[src/rtl/call_panel_if.sv]
// Elevator call panel bus: buttons and dwell status from the car,
// latched calls, serialised car call and lamp drives back out.
interface call_panel_if #(
  parameter int N = 20
);
  logic [N-1:0] hall_up_btn;
  logic [N-1:0] hall_down_btn;
  logic [N-1:0] car_btn;
  logic [4:0]   Floor;
  logic         up;
  logic         down;
  logic         waitn;
  logic [N-1:0] up_request;
  logic [N-1:0] down_request;
  logic [4:0]   in_request;
  logic [N-1:0] car_lamp;
  logic [N-1:0] up_lamp;
  logic [N-1:0] down_lamp;

  modport master (
    output hall_up_btn,
    output hall_down_btn,
    output car_btn,
    output Floor,
    output up,
    output down,
    output waitn,
    input  up_request,
    input  down_request,
    input  in_request,
    input  car_lamp,
    input  up_lamp,
    input  down_lamp
  );

  modport slave (
    input  hall_up_btn,
    input  hall_down_btn,
    input  car_btn,
    input  Floor,
    input  up,
    input  down,
    input  waitn,
    output up_request,
    output down_request,
    output in_request,
    output car_lamp,
    output up_lamp,
    output down_lamp
  );
endinterface

[src/rtl/call_panel.sv]
// Call panel: latches hall and car calls, clears them on dwell,
// and presents car calls one per cycle in round-robin order.
module call_panel #(
  parameter int n = 20
) (
  input  logic  clk,
  input  logic  reset,
  call_panel_if.slave bus
);

  localparam logic [4:0]   NF    = 5'(n);
  localparam logic [n-1:0] ONE   = {{(n-1){1'b0}}, 1'b1};
  localparam logic [n-1:0] UP_OK = {1'b0, {(n-1){1'b1}}};
  localparam logic [n-1:0] DN_OK = {{(n-1){1'b1}}, 1'b0};

  typedef enum logic [1:0] {
    IDLE = 2'd0,
    UP   = 2'd1,
    DN   = 2'd2
  } dir_e;

  dir_e dir_q, dir_d;
  logic dir_up, dir_dn;

  logic         arm_q;
  logic [n-1:0] hu_q, hd_q, cb_q;
  logic [n-1:0] hu_p, hd_p, cb_p;
  logic [n-1:0] up_q, up_d;
  logic [n-1:0] dn_q, dn_d;
  logic [n-1:0] pend_q, pend_d;
  logic [n-1:0] sent_q, sent_d;
  logic [4:0]   ptr_q, ptr_d;
  logic [4:0]   inr_q, inr_d;

  logic         svc, at_top, at_bot;
  logic [n-1:0] hit, up_clr, dn_clr;
  logic [n-1:0] cand, sel;
  logic         hit_hi, hit_lo;
  logic [4:0]   idx_hi, idx_lo, sel_idx;

  // Direction tracker
  always_ff @(posedge clk or negedge reset) begin
    if (!reset) dir_q <= IDLE;
    else        dir_q <= dir_d;
  end

  always_comb begin
    dir_d = dir_q;
    unique case (1'b1)
      (bus.up & ~bus.down): dir_d = UP;
      (bus.down & ~bus.up): dir_d = DN;
      default:              dir_d = dir_q;
    endcase
  end

  always_comb begin
    dir_up = (dir_q == UP);
    dir_dn = (dir_q == DN);
  end

  // First post-reset edge only loads the button copies
  assign hu_p = arm_q ? (bus.hall_up_btn & ~hu_q) : '0;
  assign hd_p = arm_q ? (bus.hall_down_btn & ~hd_q) : '0;
  assign cb_p = arm_q ? (bus.car_btn & ~cb_q) : '0;

  assign svc = bus.waitn && (bus.Floor != 5'd0) && (bus.Floor <= NF);
  assign hit = svc ? (ONE << (bus.Floor - 5'd1)) : '0;
  assign at_top = (bus.Floor == NF);
  assign at_bot = (bus.Floor == 5'd1);

  always_comb begin
    up_clr = '0;
    dn_clr = '0;
    unique case (1'b1)
      dir_up: begin
        up_clr = hit;
        dn_clr = at_top ? hit : '0;
      end
      dir_dn: begin
        dn_clr = hit;
        up_clr = at_bot ? hit : '0;
      end
      default: begin
        up_clr = hit;
        dn_clr = hit;
      end
    endcase
  end

  assign up_d   = (up_q | (hu_p & UP_OK)) & ~up_clr;
  assign dn_d   = (dn_q | (hd_p & DN_OK)) & ~dn_clr;
  assign pend_d = (pend_q | cb_p) & ~hit;

  // Round-robin pick: lowest at/above ptr, else lowest overall
  assign cand = pend_q & ~sent_q;

  always_comb begin
    hit_hi = 1'b0;
    hit_lo = 1'b0;
    idx_hi = '0;
    idx_lo = '0;
    for (int i = n - 1; i >= 0; i--) begin
      if (cand[i]) begin
        hit_lo = 1'b1;
        idx_lo = 5'(i);
        if (5'(i) >= ptr_q) begin
          hit_hi = 1'b1;
          idx_hi = 5'(i);
        end
      end
    end
  end

  always_comb begin
    sel_idx = hit_hi ? idx_hi : idx_lo;
    sel     = '0;
    inr_d   = '0;
    ptr_d   = ptr_q;
    if (hit_lo) begin
      sel   = ONE << sel_idx;
      inr_d = sel_idx + 5'd1;
      ptr_d = (sel_idx == NF - 5'd1) ? 5'd0 : sel_idx + 5'd1;
    end
  end

  assign sent_d = (sent_q | sel) & ~hit;

  always_ff @(posedge clk or negedge reset) begin
    if (!reset) begin
      arm_q  <= 1'b0;
      hu_q   <= '0;
      hd_q   <= '0;
      cb_q   <= '0;
      up_q   <= '0;
      dn_q   <= '0;
      pend_q <= '0;
      sent_q <= '0;
      ptr_q  <= '0;
      inr_q  <= '0;
    end else begin
      arm_q  <= 1'b1;
      hu_q   <= bus.hall_up_btn;
      hd_q   <= bus.hall_down_btn;
      cb_q   <= bus.car_btn;
      up_q   <= up_d;
      dn_q   <= dn_d;
      pend_q <= pend_d;
      sent_q <= sent_d;
      ptr_q  <= ptr_d;
      inr_q  <= inr_d;
    end
  end

  assign bus.up_request   = up_q;
  assign bus.down_request = dn_q;
  assign bus.up_lamp      = up_q;
  assign bus.down_lamp    = dn_q;
  assign bus.car_lamp     = pend_q;
  assign bus.in_request   = inr_q;

endmodule

[src/flat_wrapper.sv]
// flat-port wrapper written by rule: the top's interface ports become plain ports
module call_panel_flat 
#(
  parameter int n = 20
)
  (clk, reset, bus_hall_up_btn, bus_hall_down_btn, bus_car_btn, bus_Floor, bus_up, bus_down, bus_waitn, bus_up_request, bus_down_request, bus_in_request, bus_car_lamp, bus_up_lamp, bus_down_lamp);
  call_panel_if #(.N((20))) bus_i ();
  input  logic clk;
  input  logic reset;
  input wire logic [$bits(bus_i.hall_up_btn)-1:0] bus_hall_up_btn;
  input wire logic [$bits(bus_i.hall_down_btn)-1:0] bus_hall_down_btn;
  input wire logic [$bits(bus_i.car_btn)-1:0] bus_car_btn;
  input wire logic [$bits(bus_i.Floor)-1:0] bus_Floor;
  input wire logic [$bits(bus_i.up)-1:0] bus_up;
  input wire logic [$bits(bus_i.down)-1:0] bus_down;
  input wire logic [$bits(bus_i.waitn)-1:0] bus_waitn;
  output wire logic [$bits(bus_i.up_request)-1:0] bus_up_request;
  output wire logic [$bits(bus_i.down_request)-1:0] bus_down_request;
  output wire logic [$bits(bus_i.in_request)-1:0] bus_in_request;
  output wire logic [$bits(bus_i.car_lamp)-1:0] bus_car_lamp;
  output wire logic [$bits(bus_i.up_lamp)-1:0] bus_up_lamp;
  output wire logic [$bits(bus_i.down_lamp)-1:0] bus_down_lamp;
  assign bus_i.hall_up_btn = bus_hall_up_btn;
  assign bus_i.hall_down_btn = bus_hall_down_btn;
  assign bus_i.car_btn = bus_car_btn;
  assign bus_i.Floor = bus_Floor;
  assign bus_i.up = bus_up;
  assign bus_i.down = bus_down;
  assign bus_i.waitn = bus_waitn;
  assign bus_up_request = bus_i.up_request;
  assign bus_down_request = bus_i.down_request;
  assign bus_in_request = bus_i.in_request;
  assign bus_car_lamp = bus_i.car_lamp;
  assign bus_up_lamp = bus_i.up_lamp;
  assign bus_down_lamp = bus_i.down_lamp;
  call_panel #(.n(n)) u_core (.clk(clk), .reset(reset), .bus(bus_i));
endmodule
[config.mk]
export PLATFORM = sky130hd
export DESIGN_NAME = call_panel_flat
export DESIGN_NICKNAME = d
export VERILOG_FILES = /design/src/rtl/call_panel_if.sv /design/src/rtl/call_panel.sv /design/src/flat_wrapper.sv
export SDC_FILE = /design/constraint.sdc
export NUM_CORES = 1
export LEC_CHECK = 0
export ABC_AREA = 1
export CAP_MARGIN = 20
export CELL_PAD_IN_SITES_DETAIL_PLACEMENT = 1
export CELL_PAD_IN_SITES_GLOBAL_PLACEMENT = 2
export CORE_ASPECT_RATIO = 1.25
export CORE_MARGIN = 2
export CORE_UTILIZATION = 31
export DETAILED_ROUTE_END_ITERATION = 12
export PLACE_DENSITY = 0.9
export REMOVE_ABC_BUFFERS = 1
export SYNTH_ARGS = -nofsm -noshare
export SYNTH_HDL_FRONTEND = slang
export SYNTH_SLANG_ARGS = --single-unit
[constraint.sdc]
create_clock -name clk -period 7.38 [get_ports clk]
set_input_delay 1.476 -clock clk [delete_from_list [all_inputs] [get_ports clk]]
set_output_delay 1.476 -clock clk [all_outputs]
set_load 0.01 [all_outputs]
==> impl_metrics.tcl, run 1 <==
set metrics [dict create \
    status "completed" \
    n_antenna_cell 0 \
    drive_gt1_share_pct 7.701 \
    period_share_pct 50.63 \
    die_area_sq_um 23510 \
    crit_type "primary input to flip-flop" \
    synthCells 766 \
    yosysWarnings 0 \
    maxSlewViolCount 0 \
    synth_edf_count 0 \
    finish.utilization_pct 42.05 \
    r2r_slack_ns 4.37 \
    dp_hpwl_mm 15.30 \
    required_ns 7.69 \
    p_per_area_nw_per_um2 377.5 \
    hold_viol 0 \
    dpl_cell_area_sq_um 8653 \
    viasPerCell 4.636 \
    slew_headroom_pct 27.62 \
    cts_tree "done" \
    dp_cells 1173 \
    synthSimpleGateAreaFrac_pct 20.42 \
    ys_seq_elements 151 \
    antenna_found_initial 0 \
    seq_area_sq_um 3779 \
    power_mw 3.502 \
    synth_top_family_by_area "simple AND/OR/NAND/NOR gates" \
    cts.sinks 151 \
    cts.clk_slew.worst_paths_ns 0.06 \
    synthMuxAreaShare_pct 0 \
    areaGrowthSynthToFinish_pct 34.20 \
    ctsHoldBuffers 0 \
    worst_pin_slew_ns 1.076 \
    ir_worst_vdd_mv 0.1725 \
    numPortBuffers 172 \
    cts_resized 0 \
    ant_nets 0 \
    drc 0 \
    netlist-cell-type-count 42 \
    min-delay-start "u_core.sent_q[10]" \
    clk_latency_ns 0.42 \
    skew_ns 0.009515 \
    clock-root-buffer "clkbuf_16" \
    postCtsSetupBuffers 0 \
    finalSetupViolCount 0 \
    yosysTopAreaCell "dfrtp_1" \
    grt.total_usage_pct 17.79 \
    rows 61 \
    fp.coreArea_sq_um 22060 \
    ff2ff_path_depth 26 \
    path_max_fanout 7 \
    p_leak_nw 3.984 \
    synthFlopType "dfrtp_1" \
    first_global_vias 6024 \
    min_to "u_core.sent_q[10]" \
    pre_cts_ws_ns 3.221 \
    wl_per_cell_um 16.73 \
    reg2reg_to "u_core.ptr_q[2]" \
    synth.cells.most_frequent "dfrtp_1 (151), inv_1 (129), nand2_1 (109)" \
    start_kind "primary input" \
    cts_max_level 4 \
    start_util_pct 31.33 \
    drv_cap 0 \
    min_path_type "flip-flop to flip-flop" \
    synth.cell_area_sq_um 6912 \
    num_vias 5586 \
    cp-end-kind "flip-flop" \
    syn_avg_cell_area_sq_um 9.023 \
    synth_compound_area_share_pct 10.57 \
    holdPathStages 1 \
    multi_input_area_sq_um 2245 \
    fin_crit_ns 3.736 \
    crit_arrival_ns 4.05 \
    hold-worst-slack_ns 0.4940 \
    cts_buffers 17 \
    nets 986 \
    die_x_um 137.6 \
    die_h_um 170.9 \
    synth-adder-area-share_pct 1.267 \
    routed_wl_mm 20.16 \
    grt_pass1_wl_mm 31.82 \
    worst_slack_ns 3.644 \
    grt-ovfl-total 0 \
    grt_max_degree 82 \
    place.gp.congestion 0.8623 \
    crit_start "bus_Floor[1]" \
    ctsLongestPathBuffers 2 \
    fillers 2518 \
    ys_seq_area_share_pct 54.67 \
    rsz0062_at_grt "false" \
    yosys-top-cells-area "dfrtp_1 (55%), inv_1 (7.0%), nand2_1 (5.9%)" \
    fmax_mhz 267.7 \
    r2r-start "u_core.ptr_q[4]" \
    setup_tns_ns 0 \
    finalNonFillerCells 1205 \
    dr.pass1.iters 4 \
    drt_iter0_drc 206 \
    final_area_sq_um 9275 \
    synth_most_common_cell "dfrtp_1" \
    io_pins 175 \
    ys_async_sr_fraction_pct 100.0 \
    yosysTopAreaCellShare_pct 54.67 \
    synth-xor-area-share_pct 0.1267 \
]
## cell usage in the layout, fill, tap and decap left out, types with 4 or more instances in the layout
cell | Yosys | layout
clkdlybuf4s50_1 | 0 | 171
dfrtp_1 | 151 | 151
inv_1 | 129 | 128
nand2_1 | 109 | 109
nor2_1 | 108 | 107
nor3b_1 | 41 | 41
a21oi_1 | 38 | 38
o22ai_1 | 30 | 30
clkbuf_16 | 0 | 17
nand3_1 | 12 | 12
o21ai_0 | 12 | 12
inv_2 | 9 | 10
nor3_1 | 10 | 10
nor2_2 | 6 | 7
o21a_1 | 7 | 7
ha_1 | 7 | 7
a2bb2oi_1 | 6 | 6
nor3_2 | 5 | 5
o211ai_1 | 4 | 4
bufinv_16 | 0 | 4
## cell families after synthesis
| family | after synthesis |
|---|---|
| simple gates | 302 |
| buf+inv | 191 |
| flops | 151 |
| compound gates | 113 |
| fa+ha+maj | 7 |
| xor+xnor | 1 |
| other cells | 1 |
## metal layers
layer | vias to the layer above | share of wire (%) | wire, um | track usage (%)
met5 | - | 0 | 0 | 0
met4 | 0 | 2.3 | 466 | 6.455
met3 | 34 | 3.8 | 762 | 3.733
met2 | 113 | 53 | 10650 | 31.88
met1 | 2765 | 41 | 8283 | 20.72
li1 | 2674 | - | - | -
## final cells by class
class,count,share of cell area (%)
clock buffer,21,4.856
multi-input combinational,424,24.20
timing repair buffer,175,18.82
sequential,151,40.74
inverter,140,5.720
clock inverter,11,1.848
tap,283,3.818
## worst max-delay path, cell delays in order
cell and delay, ns:
clkdlybuf4s50_1 0.46, nor2_1 0.24, inv_1 0.09, nor2_1 0.24, nand2_1 0.11, nand2_1 0.14
nand2_1 0.12, nor2_1 0.38, inv_1 0.14, nor2_1 0.33, inv_1 0.12, o22ai_1 0.14
inv_1 0.06
## where the power goes
group          leakage [nW]  internal [mW]  switching [mW]
combinational          2.10          0.523            1.02
sequential             1.58          0.950          0.0787
clock                 0.298          0.577           0.348
total                  3.98           2.05            1.45
## worst max-delay path by stage
stage	end	slack [ns]	depth (start not counted)
after floorplan	u_core.bus.up_lamp[12]	4.37	12
after global placement	u_core.bus.up_lamp[14]	3.33	13
after detailed placement	u_core.bus.down_lamp[14]	3.22	13
after CTS	u_core.bus.down_lamp[14]	3.67	13
after global routing	u_core.bus.down_lamp[14]	3.36	13
final	u_core.bus.down_lamp[13]	3.64	13
## state kept, by name, summed over array words and instances, names as in the netlist
| register | cells |
|---|---|
| u_core.arm_q | 1 |
| u_core.bus.down_lamp | 20 |
| u_core.bus.in_request | 5 |
| u_core.hd_q | 19 |
| u_core.cb_q | 20 |
| u_core.bus.up_lamp | 20 |
| u_core.hu_q | 19 |
| u_core.bus.car_lamp | 20 |
| u_core.dir_q | 2 |
| u_core.sent_q | 20 |
| u_core.ptr_q | 5 |
No activity file was read; power rests on OpenSTA's default activity.
==> run 2: changes to the inputs <==
- CORE_UTILIZATION: 31 -> 29
- PLACE_DENSITY: 0.9 -> 0.85
- clock period: 7.38 -> 3.9 ns (I/O delays scaled with it)
==> run 2 against run 1 <==
Utilization decreased by 2.6 points. Hold slack got worse by 0.057 ns. Final cell count grew 1.2%. Critical endpoint is now u_core.ptr_q[2].
==> impl_metrics.tcl, run 2 (synthesis results as in run 1) <==
set metrics [dict create \
    drt_iter0_drc 250 \
    antenna_found_initial 0 \
    rsz0062_at_grt "false" \
    grt_max_degree 107 \
    first_global_vias 6087 \
    hold_viol 0 \
    drive_gt1_share_pct 8.621 \
    path_max_fanout 8 \
    drv_cap 0 \
    postCtsSetupBuffers 0 \
    n_antenna_cell 0 \
    viasPerCell 4.517 \
    dr.pass1.iters 4 \
    cts_resized 0 \
    num_vias 5511 \
    place.gp.congestion 0.8396 \
    p_leak_nw 4.012 \
    die_h_um 176.6 \
    cts_buffers 17 \
    crit_top_cell "nand2_1" \
    areaGrowthSynthToFinish_pct 34.65 \
    setup_tns_ns 0 \
    worst_pin_slew_ns 1.009 \
    cp-end-kind "flip-flop" \
    slew_headroom_pct 32.73 \
    path_cells "inv_2 > nand2_1 > nor3_1 > o21ai_2 > nand2_2 > nor2_1 > nand2_1 > nor2_2 > nand2_1 > inv_2 > nand2_4 > inv_4 > nor2_1 > nand2_1 > nand2_2 > ha_1 > ha_1 > inv_1 > nor2_1 > nand2_1 > o21ai_0" \
    finish.utilization_pct 39.49 \
    rows 63 \
    seqPwrFrac_pct 29.8 \
    cp_slowest_cell "dfrtp_1" \
    cts_tree "done" \
    ctsHoldBuffers 0 \
    clock-root-buffer "clkbuf_16" \
    nets 992 \
    p_clk_share_pct 25.5 \
    layout_commonest_cell "clkdlybuf4s50_1" \
    switching_share_pct 42.12 \
    period_share_pct 76.77 \
    r2r_slack_ns 0.91 \
    grt.total_usage_pct 16.80 \
    wl_per_cell_um 16.72 \
    maxSlewViolCount 0 \
    p_int_mw 3.773 \
    start_util_pct 29.33 \
    min_path_type "primary input to async pin" \
    routed_wl_mm 20.39 \
    finalSetupViolCount 0 \
    cts_max_level 4 \
    layout_common_cells "clkdlybuf4s50_1 (171), dfrtp_1 (151), inv_1 (128), nand2_1 (109), nor2_1 (107)" \
    cts.clk_slew.worst_paths_ns 0.06 \
    power_frac_comb_pct 44.6 \
    slowest_delay_ns 0.53 \
    p_sw_mw 2.745 \
    required_ns 4.24 \
    grt-ovfl-total 0 \
    dp_hpwl_mm 15.49 \
    crit_buf_inv 4 \
    status "completed" \
    fp.coreArea_sq_um 23570 \
    ff2ff_path_depth 21 \
    start_kind "flip-flop" \
    crit_type "flip-flop to flip-flop" \
    fmax_mhz 334.0 \
    die_x_um 142.1 \
    ir_worst_vdd_mv 0.3106 \
    skew_ns 0.01074 \
    io_pins 175 \
    p_per_area_nw_per_um2 700.4 \
    ctsLongestPathBuffers 2 \
    ant_nets 0 \
    path_depth 21 \
    numPortBuffers 172 \
    clk_latency_ns 0.42 \
    die_area_sq_um 25090 \
    fin_crit_ns 2.994 \
    cts.sinks 151 \
    drc 0 \
    critical-path-top-delay-family "simple AND/OR/NAND/NOR gates" \
    crit_arrival_ns 3.33 \
    grt_pass1_wl_mm 32.49 \
]
run 2: cell types whose count changed in the layout (fill, tap and decap cells not counted), sizes merged:
cell	previous run	this run
clkinv	3	6
bufinv	4	2
inv	142	144
buf	4	10
clkinvlp	2	1
clkbuf	21	19
run 2: area by class of cell:
class | instances | area (sq um)
clock buffers | 19 | 452.9
repair buffers | 181 | 1790
inverters | 140 | 530.5
clock inverters | 13 | 143.9
well taps | 292 | 365.4
flip-flops and latches | 151 | 3779
multi-input cells | 424 | 2245
fillers | 2691 | 14260
run 2: path summary, 6_finish.rpt:
check                                 start                     end
min                                   reset          u_core.hd_q[3]
min reg2reg                u_core.sent_q[5]        u_core.sent_q[5]
max in group asynchronous             reset  u_core.bus.car_lamp[0]
max reg2reg                 u_core.ptr_q[4]         u_core.ptr_q[2]
min in group clk           u_core.sent_q[5]        u_core.sent_q[5]
max                         u_core.ptr_q[4]         u_core.ptr_q[2]
run 2: stage by stage:
| stage | cell area, sq um | cells | setup WS [ns] | total power [mW] | hold slack, ns |
|---|---|---|---|---|---|
| floorplan | 6551 | 715 | 1.346 | 3.892 | 0.4632 |
| global placement | 8710 | 1188 | 0.6507 | 4.860 | 0.4742 |
| detailed placement | 8710 | 1188 | 0.6456 | 4.905 | 0.4810 |
| CTS | 9306 | 1220 | 0.8937 | 6.609 | 0.4943 |
| global route | 9306 | 1220 | 0.5053 | 7.032 | 0.5131 |
| finish | 9306 | 1220 | 0.9061 | 6.518 | 0.4372 |
run 2: power by group through the flow:
stage / Combinational [mW] / Clock (mW) / Sequential, mW
floorplan: 1.91 / 0 / 1.98
global placement: 2.89 / 0 / 1.97
detailed placement: 2.93 / 0 / 1.98
CTS: 2.95 / 1.71 / 1.95
global route: 3.28 / 1.77 / 1.98
finish: 2.91 / 1.66 / 1.95
run 2: per-layer routing:
| layer | wire length, um | vias to the layer above | GRT usage, % |
|---|---|---|---|
| li1 | - | 2685 | - |
| met1 | 8585 | 2710 | 20.02 |
| met2 | 10720 | 99 | 30.25 |
| met3 | 787 | 17 | 3.526 |
| met4 | 299 | 0 | 5.042 |
| met5 | 0 | - | 0 |
==> run 3: changes to the inputs <==
- clock period: 3.9 -> 2.8 ns (I/O delays scaled with it)
==> run 3 against run 2 <==
Combinational power is 100% higher. Hold slack lost 0.29 ns. Total power increased by 69%. Non-clock buffer count up 48. Largest power group unchanged.
==> impl_metrics.tcl, run 3 (synthesis results as in run 1) <==
set metrics [dict create \
    status "completed" \
    nets 1040 \
    skew_ns 0.01111 \
    rows 63 \
    cts_max_level 4 \
    place.gp.congestion 0.8714 \
    p_leak_nw 4.272 \
    layout_common_cells "clkdlybuf4s50_1 (171), dfrtp_1 (149), inv_1 (122), nand2_1 (103), nor2_1 (95)" \
    path_max_fanout 5 \
    rsz0062_at_grt "true" \
    cts.clk_slew.worst_paths_ns 0.06 \
    fmax_mhz 369.3 \
    clk_latency_ns 0.43 \
    grt_max_degree 71 \
    cts_tree "done" \
    first_global_vias 6443 \
    fp.coreArea_sq_um 23570 \
    maxSlewViolCount 0 \
    cp_slowest_cell "dfrtp_2" \
    slowest_delay_ns 0.47 \
    grt_busiest_layer "met2" \
    grt-ovfl-total 0 \
    grt.total_usage_pct 17.58 \
    critical-path-top-delay-family "simple AND/OR/NAND/NOR gates" \
    dpl_cell_area_sq_um 9030 \
    final_area_sq_um 9915 \
    drive_gt1_share_pct 17.73 \
    numPortBuffers 172 \
    die_x_um 142.1 \
    finish.utilization_pct 42.07 \
    reg2reg_to "u_core.ptr_q[2]" \
    period_share_pct 96.70 \
    grt_use_met2_pct 31.82 \
    use_met3_pct 3.363 \
    crit_arrival_ns 3.05 \
    grt_pass1_wl_mm 33.95 \
    start_kind "flip-flop" \
    drc 0 \
    r2r_slack_ns 0.09 \
    dr.pass1.iters 4 \
    worst_pin_slew_ns 0.7882 \
    die_h_um 176.6 \
    ir_worst_vdd_mv 0.5737 \
    wl_per_cell_um 16.75 \
    dp_hpwl_mm 16.11 \
    crit_type "flip-flop to flip-flop" \
    worst_slack_ns 0.09243 \
    p_per_area_nw_per_um2 1108 \
    drt_iter0_drc 212 \
    finalSetupViolCount 0 \
    path_cells "buf_4 > nor2_4 > inv_2 > nor2_2 > inv_2 > nor3_2 > a21oi_1 > nand2_1 > nor2_1 > nand2_4 > inv_4 > o2111ai_2 > nand2_2 > buf_4 > ha_4 > ha_4 > inv_4 > nor2_4 > nand2_2 > o21ai_2" \
    hold_viol 0 \
    antenna_found_initial 1 \
    slew_headroom_pct 47.39 \
    viasPerCell 4.600 \
    setup_tns_ns 0 \
    r2r-start "u_core.ptr_q[4]" \
    start_util_pct 29.33 \
    ant_nets 0 \
    min_path_type "primary input to async pin" \
    layout_commonest_cell "clkdlybuf4s50_1" \
    use_met1_pct 20.02 \
    ff2ff_path_depth 20 \
    areaGrowthSynthToFinish_pct 43.45 \
    clock-root-buffer "clkbuf_16" \
    required_ns 3.15 \
    io_pins 175 \
    die_area_sq_um 25090 \
    cts_buffers 17 \
    drv_cap 0 \
    cp-end-kind "flip-flop" \
    fin_crit_ns 2.708 \
    num_vias 5838 \
    routed_wl_mm 21.26 \
    ctsLongestPathBuffers 2 \
    cts.sinks 151 \
    crit_buf_inv 6 \
    pre_cts_ws_ns 0.03109 \
]
## run 3: cell count changes in the layout (fill, tap and decap cells not counted), moves of 9 or more
cell / delta
buf_4: +45
nor2_1: -12
a21oi_1: -9
a21oi_2: +9
## run 3: final cells by class
cell class | count | area (sq um)
Antenna cell | 1 | 2.502
Clock buffer | 19 | 452.9
Timing Repair Buffer | 229 | 2171
Clock inverter | 13 | 160.2
Tap cell | 292 | 365.4
Multi-Input combinational cell | 424 | 2441
Inverter | 140 | 540.5
Fill cell | 2653 | 13650
Sequential cell | 151 | 3781
## run 3: report_power, final
group / total (mW) / switching [mW] / internal (mW)
clock network: 2.37 / 0.982 / 1.39
logic: 5.90 / 3.53 / 2.37
registers: 2.71 / 0.207 / 2.51
total: 11.0 / 4.72 / 6.27
## run 3: timing repair
action	in CTS	in global routing
resized for setup	4	65
setup buffers	1	7
setup endpoints to repair	1	27
hold buffers	0	0
pin swaps	1	35
## run 3: metrics by stage
stage,instances,power (mW),hold WS [ns]
3_3_place_gp,1229,7.176,0.4737
5_1_grt,1269,11.74,0.1863
6_report,1269,10.99,0.1437
2_1_floorplan,715,5.421,0.2644
3_5_place_dp,1229,7.245,0.4804
4_1_cts,1262,9.777,0.1641
## run 3: how the worst max path moves through the flow
stage	startpoint	endpoint	slack [ns]	cells after the start
2_1_floorplan	u_core.ptr_q[3]	u_core.ptr_q[2]	0.25	28
3_3_place_gp	u_core.ptr_q[2]	u_core.ptr_q[2]	0.02	28
3_5_place_dp	u_core.ptr_q[3]	u_core.ptr_q[2]	0.03	20
4_1_cts	u_core.ptr_q[0]	u_core.ptr_q[2]	0.002	22
5_1_grt	u_core.ptr_q[4]	u_core.sent_q[3]	-0.16	28
6_report	u_core.ptr_q[4]	u_core.ptr_q[2]	0.09	20
## run 3: worst reg2reg max path, stage by stage, from the launching register on
cell	delay (ns)
dfrtp_2	0.47
buf_4	0.17
nor2_4	0.16
inv_2	0.09
nor2_2	0.12
inv_2	0.06
nor3_2	0.15
a21oi_1	0.09
nand2_1	0.10
nor2_1	0.07
nand2_4	0.10
inv_4	0.05
o2111ai_2	0.06
nand2_2	0.11
buf_4	0.16
ha_4	0.17
ha_4	0.28
inv_4	0.03
nor2_4	0.08
nand2_2	0.06
o21ai_2	0.05
## run 3: metal layers
metal  wire (um)  vias to the layer above  part of all wire [%]
li1            -                     2790                     -
met3         755                       31                   3.6
met5           0                        -                     0
met1        8380                     2895                    39
met4         675                        0                   3.2
met2       11450                      122                    54
